### config.mk
export PLATFORM = sky130hd
export DESIGN_NAME = uart_rx
export DESIGN_NICKNAME = d
export VERILOG_FILES = /design/src/rtl/uart_rx.sv
export SDC_FILE = /design/constraint.sdc
export NUM_CORES = 1
export LEC_CHECK = 0
export ABC_CLOCK_PERIOD_IN_PS = 1800
export BUFFER_PORTS_ARGS = -buffer_cell sky130_fd_sc_hd__buf_4
export CAP_MARGIN = 15
export CORE_ASPECT_RATIO = 1.25
export CORE_MARGIN = 3
export CORE_UTILIZATION = 45
export CTS_BUF_LIST = sky130_fd_sc_hd__clkbuf_8
export DETAILED_ROUTE_END_ITERATION = 10
export HOLD_SLACK_MARGIN = 0.02
export PLACE_DENSITY = 0.74
export SLEW_MARGIN = 20
export SYNTH_ARGS = -nofsm -noshare
export SYNTH_HDL_FRONTEND = slang
export SYNTH_SLANG_ARGS = --single-unit
### constraint.sdc
create_clock -name clk -period 1.8 [get_ports clk]
set_clock_uncertainty 0.15 [all_clocks]
set_input_delay 0.27 -clock clk [delete_from_list [all_inputs] [get_ports clk]]
set_output_delay 0.27 -clock clk [all_outputs]
set_load 0.02 [all_outputs]
### src/rtl/uart_rx.sv
`default_nettype none
// ============================================================================
// Module  : uart_rx
// Brief   : 16x-oversampled UART receiver with frame-error and break handling
// Revision: 1.0
// ============================================================================
module uart_rx #(
  parameter int DBIT    = 8,
  parameter int SB_TICK = 16
) (
  input  logic       clk,
  input  logic       rst,
  input  logic       rx,
  input  logic       s_tick,
  output logic [7:0] dout,
  output logic       rx_done_tick,
  output logic       frame_err_tick,
  output logic       busy
);

  localparam int SW    = (SB_TICK > 16) ? $clog2(SB_TICK) : 4;
  localparam int NW    = 3;
  localparam int SHIFT = 8 - DBIT;

  localparam logic [SW-1:0] C_S_MID  = SW'(7);
  localparam logic [SW-1:0] C_S_LAST = SW'(15);
  localparam logic [SW-1:0] C_S_STOP = SW'(SB_TICK - 1);
  localparam logic [NW-1:0] C_N_LAST = NW'(DBIT - 1);

  typedef enum logic [2:0] {
    IDLE  = 3'd0,
    START = 3'd1,
    DATA  = 3'd2,
    STOP  = 3'd3,
    BREAK = 3'd4
  } state_e;

  state_e          state_q, state_d;
  logic [SW-1:0]   s_q, s_d;
  logic [NW-1:0]   n_q, n_d;
  logic [7:0]      b_q, b_d;
  logic [7:0]      dout_q, dout_d;
  logic            done_q, done_d;
  logic            ferr_q, ferr_d;
  logic            rx_meta_q, rx_s_q;

  // Synchronizer flops reset to the idle line level so reset never looks like a start bit
  always_ff @(posedge clk or posedge rst) begin
    if (rst) begin
      rx_meta_q <= 1'b1;
      rx_s_q    <= 1'b1;
    end else begin
      rx_meta_q <= rx;
      rx_s_q    <= rx_meta_q;
    end
  end

  always_ff @(posedge clk or posedge rst) begin
    if (rst) begin
      state_q <= IDLE;
      s_q     <= '0;
      n_q     <= '0;
      b_q     <= '0;
      dout_q  <= '0;
      done_q  <= 1'b0;
      ferr_q  <= 1'b0;
    end else begin
      state_q <= state_d;
      s_q     <= s_d;
      n_q     <= n_d;
      b_q     <= b_d;
      dout_q  <= dout_d;
      done_q  <= done_d;
      ferr_q  <= ferr_d;
    end
  end

  always_comb begin
    state_d = state_q;
    s_d     = s_q;
    n_d     = n_q;
    b_d     = b_q;
    dout_d  = dout_q;
    done_d  = 1'b0;
    ferr_d  = 1'b0;
    case (state_q)
      IDLE: begin
        if (!rx_s_q) begin
          state_d = START;
          s_d     = '0;
        end
      end
      START: begin
        if (s_tick) begin
          if (s_q == C_S_MID) begin
            if (!rx_s_q) begin
              state_d = DATA;
              s_d     = '0;
              n_d     = '0;
            end else begin
              state_d = IDLE;
            end
          end else begin
            s_d = s_q + 1'b1;
          end
        end
      end
      DATA: begin
        if (s_tick) begin
          if (s_q == C_S_LAST) begin
            s_d = '0;
            b_d = {rx_s_q, b_q[7:1]};
            if (n_q == C_N_LAST) state_d = STOP;
            else                 n_d     = n_q + 1'b1;
          end else begin
            s_d = s_q + 1'b1;
          end
        end
      end
      STOP: begin
        if (s_tick) begin
          if (s_q == C_S_STOP) begin
            if (rx_s_q) begin
              // Short frames land in the top DBIT bits; right-align them
              dout_d  = b_q >> SHIFT;
              done_d  = 1'b1;
              state_d = IDLE;
            end else begin
              ferr_d  = 1'b1;
              state_d = BREAK;
            end
          end else begin
            s_d = s_q + 1'b1;
          end
        end
      end
      BREAK: begin
        if (rx_s_q) state_d = IDLE;
      end
      default: state_d = IDLE;
    endcase
  end

  assign dout           = dout_q;
  assign rx_done_tick   = done_q;
  assign frame_err_tick = ferr_q;
  assign busy           = (state_q != IDLE);

endmodule
`default_nettype wire

=== After elaboration in Yosys (flattened, before gate mapping) ===
Cells that the tools add are included.
Widths: inputs -> output; s select.

* Register bits after elaboration: 30
* Bits of input ports: 4
* Output and inout port bits: 11

* Add/sub/neg operators: 2
* Eq/ne operators: 19
* Muxes and demuxes: 35
* Reduce and logical (&&, ||, !) cells: 9

{| class="wikitable"
|+ Operators by type and width
! cell !! count
|-
| $mux 3 || 16
|-
| $mux 4 || 7
|-
| $ne 2x2->1 const B || 12
|-
| $pmux 4 s4 || 1
|-
| $pmux 3 s5 || 1
|-
| $reduce_and 9->1 || 1
|-
| $mux 1 || 8
|-
| $reduce_and 7->1 || 1
|-
| $eq 3x2->1 const B || 2
|-
| $eq 3x3->1 const B || 2
|-
| $pmux 3 s2 || 1
|-
| $reduce_and 5->1 || 1
|-
| $add 4x1->4 const B || 1
|-
| $eq 4x3->1 const B || 1
|-
| $eq 4x4->1 const B || 1
|-
| $reduce_and 4->1 || 1
|-
| $reduce_bool 4->1 || 1
|-
| $add 3x1->3 const B || 1
|-
| $eq 3x1->1 const B || 1
|-
| $logic_not 3->1 || 1
|-
| $reduce_and 3->1 || 1
|-
| $reduce_bool 3->1 || 1
|-
| $mux 2 || 1
|-
| $reduce_bool 2->1 || 1
|}

=== Logic depth before layout (Yosys ltp) ===
* Depth in word-level cells: 5
* Mapped depth: 6

=== Worst setup path after synthesis ===
No wires, ideal clock.

* Path kind: flip-flop to flip-flop
* Start: register s_q[0]
* End: register b_q[0]
* Setup time: 125 ps
* Arrival time: 1671 ps
* Data required time: 1525 ps
* Path slack: -147 ps
* Cell stages (with the launch flop): 6
* Buffers on the path: 1
* Period minus slack after synthesis: 1947 ps
* Cell sequence: dfrtp_1 > ha_1 > nand4_2 > or4b_1 > buf_6 > mux2_4

* Word-level cells in the longest chain between the ends: 2

{| class="wikitable"
|+ RTL lines
! item !! line !! RTL
|-
| start, declared || 39 || <nowiki>logic [SW-1:0] s_q, s_d;</nowiki>
|-
| start signal, assigned || 61 || <nowiki>s_q <= '0;</nowiki>
|-
| start signal, assigned || 69 || <nowiki>s_q <= s_d;</nowiki>
|-
| $eq 4x4->1 || 110 || <nowiki>if (s_q == C_S_LAST) begin</nowiki>
|-
| $reduce_and 3->1 (no line) || n/a ||
|-
| end signal, assigned || 63 || <nowiki>b_q <= '0;</nowiki>
|-
| end signal, assigned || 71 || <nowiki>b_q <= b_d;</nowiki>
|-
| end, declared || 41 || <nowiki>logic [7:0] b_q, b_d;</nowiki>
|}

No other way between the ends.
A chain may end at the register's enable or synchronous reset.

=== Worst setup path after layout ===
* Start: register s_q[0]
* End: register b_q[3]

Same word-level chain as after synthesis.

==> reports/metrics.yaml <==
global_route:
  grt.total_usage_pct: 16.23
  antenna_found_initial: 0
  grt_pass1_wl_um: 4588
  grt_max_degree: 31
  overflow: 0
  grt_pass1_vias: 1006
setup_path:
  crit_path_end_kind: "flip-flop"
  reg2reg_depth: 5
  crit_fanout: 5
  rr_startpoint: "s_q[0]"
  crit_path_start_kind: "flip-flop"
  cp.arrival_ns: 1.90
  reg2reg_slack_ns: -0.09
  worst_ep_required_time_ns: 1.81
  rr_endpoint: "b_q[3]"
  crit_type: "flip-flop to flip-flop"
synth:
  synth_area_sq_mm: 0.001373
  yosysTopAreaCell: "dfrtp_1"
  yosys_warnings: 0
  synth.distinct_cells: 33
  syn_nets: 117
  synthTopCellsByArea: "dfrtp_1 51%, mux2_4 8.8%, mux2_2 8.2%"
  syn_area_per_cell_sq_um: 12.48
  synth_top_area_share_pct: 51.05
  ys_seq_area_share_pct: 54.88
  synth_seq_cells: 30
  syn_inst: 110
power:
  switching_share_pct: 30.80
  vdd_drop_max_uv: 931.6
  p_sw_uw: 630.7
  seq_power_share_pct: 40.2
  p_leak_uw: 0.0009188
  pwr-share-comb_pct: 33.7
  clkPwrFrac_pct: 26.2
  intPower_uw: 1417
  cellPowerDensity_mw_per_mm2: 1145
floorplanning:
  die_area_sq_mm: 0.003753
  start_util_pct: 49.28
  rows: 21
  io_pins: 15
  core_area_sq_mm: 0.002785
  die_height_um: 67.75
  die_w_um: 55.40
clock_tree:
  h-tree-depth: 2
  cts_tree: "built"
  path_clk_slew_ns: 0.06
  root_buffer: "clkbuf_8"
  numCtsBuffers: 5
  clock-sinks: 30
  insertion_delay_ns: 0.27
  clock_path_buffers: 2
timing:
  tightestPinTransition_ns: 0.4367
  finalHoldViolCount: 0
  setup_ws_ns: -0.08695
  period_share_pct: 104.8
  rsz0062_at_grt: "true"
  layout_min_cycle_time_ns: 1.887
  setup_viol: 8
  tns_ns: -0.6424
  slew_viol_final: 0
  fmax_ghz: 0.5300
  slew_headroom_pct: 70.64
worst_hold_path:
  hp-class: "flip-flop to flip-flop"
  min_delay_worst_endpoint: "rx_s_q"
  hold_start: "rx_meta_q"
  min_path_cells: 0
detailed_routing:
  drt_iter0_drc: 10
  num_vias: 951
  drc: 0
  wl_per_cell_um: 14.24
  dr.pass1.iters: 4
  drt.antenna.violating_nets: 0
  viasPerCell: 5.313
  drt_wl_total_um: 2549
finish:
  final_cell_mix: "28 x dfrtp_1, 28 x buf_4, 10 x mux2_2"
  fin_nets: 151
  syn_to_final_growth_pct: 30.36
  final_util_pct: 64.24
  diodes: 0
  drive_gt1_share_pct: 46.90
run:
  cap_violations: 0
outcome:
  violations: "negative setup slack"
  status: "finished with violations"
placed_design:
  io_buffers: 14
  gp_congestion: 0.8663
  dpl.hpwl_um: 1719
==> how the worst max path moves through the flow <==
stage / startpoint / end / slack, ns / cells after the start
3_3_place_gp: s_q[1] / b_q[6] / -0.05 / 5
5_1_grt: s_q[0] / b_q[6] / -0.14 / 5
4_1_cts: s_q[0] / b_q[3] / -0.08 / 5
3_5_place_dp: s_q[1] / b_q[3] / -0.09 / 5
2_1_floorplan: s_q[1] / b_q[0] / -0.08 / 5
6_report: s_q[0] / b_q[3] / -0.09 / 5
==> final cells by class <==
cell class,instances,area [sq um]
Inverter,5,18.77
Timing Repair Buffer,35,286.5
Clock buffer,6,82.58
Sequential cell,30,753.2
Clock inverter,2,8.758
Fill cell,232,996.0
Multi-Input combinational cell,67,596.8
Tap cell,34,42.54
==> flip-flops by register name, indices dropped and copies added, names as in the netlist <==
register / count
s_q: 4
state_q: 3
frame_err_tick: 1
rx_done_tick: 1
b_q: 8
dout: 8
rx_meta_q: 1
n_q: 3
rx_s_q: 1
==> cells by family after synthesis <==
group                      synth area share (%)
adders and majority gates                 2.735
and+or+nand+nor                           11.58
xor gates and xnor gates                 0.6382
DFF                                       54.88
AOI/OAI and AO/OA                         7.658
buffers and inverters                     4.831
muxes                                     17.69
==> through the flow <==
step | cell area [sq um] | hold slack (ns) | total power, uW | setup slack, ns | cells
2_1_floorplan | 1394 | 0.1245 | 1238 | -0.07841 | 110
3_3_place_gp | 1607 | 0.1963 | 1405 | -0.04677 | 165
3_5_place_dp | 1607 | 0.1968 | 1434 | -0.08753 | 165
4_1_cts | 1745 | 0.2057 | 2003 | -0.07808 | 176
5_1_grt | 1789 | 0.2089 | 2197 | -0.1439 | 179
6_report | 1789 | 0.2052 | 2048 | -0.08695 | 179
==> layer usage <==
metal	up-vias	wire [um]	global-route usage, %
met1	468	1072	17.25
met4	0	31	7.903
met5	-	0	0
met2	27	1311	28.40
li1	451	-	-
met3	5	134	6.310
==> Yosys cell counts <==
cell and n:
o21ai_0 1, xor2_1 1, dfstp_2 2, nor3b_1 2, o31ai_1 1, nor3_1 2
a21oi_1 2, o22ai_1 1, a22o_1 5, buf_4 2, o22a_1 1, a31oi_1 1
mux2_2 10, nor4_1 1, o211ai_1 1, clkbuf_1 3, or4b_1 1, o21ba_2 1
mux2_4 8, buf_6 1, mux2i_1 1, nand4_2 1, nand3_1 3, nor2_2 1
nand2_1 4, nor2_1 10, or3_1 1, nor2b_1 1, dfrtp_1 28, buf_2 2
nand4_1 3, ha_1 3, inv_1 5
==> worst max-delay path, cell delays in order (launching register included) <==
cell     delay (ns)
dfrtp_1        0.40
ha_4           0.17
nand4_4        0.09
or4b_4         0.52
buf_6          0.16
mux2_4         0.29
==> power by group through the flow <==
stage | registers, uW | logic (uW) | clock network, uW
finish | 822 | 689 | 536
floorplan | 801 | 437 | 0
global placement | 824 | 581 | 0
global route | 830 | 770 | 597
detailed placement | 831 | 603 | 0
CTS | 822 | 619 | 562
==> what timing repair did <==
item                       4_1_cts  5_1_grt
setup endpoints to repair       12       20
cloned                           1        0
resized for setup                7        5
hold buffers                     2        0
buffers inserted                 0        3
pin swaps                        1        0
hold endpoints to repair        29        0
No activity file was read; power rests on OpenSTA's default activity.
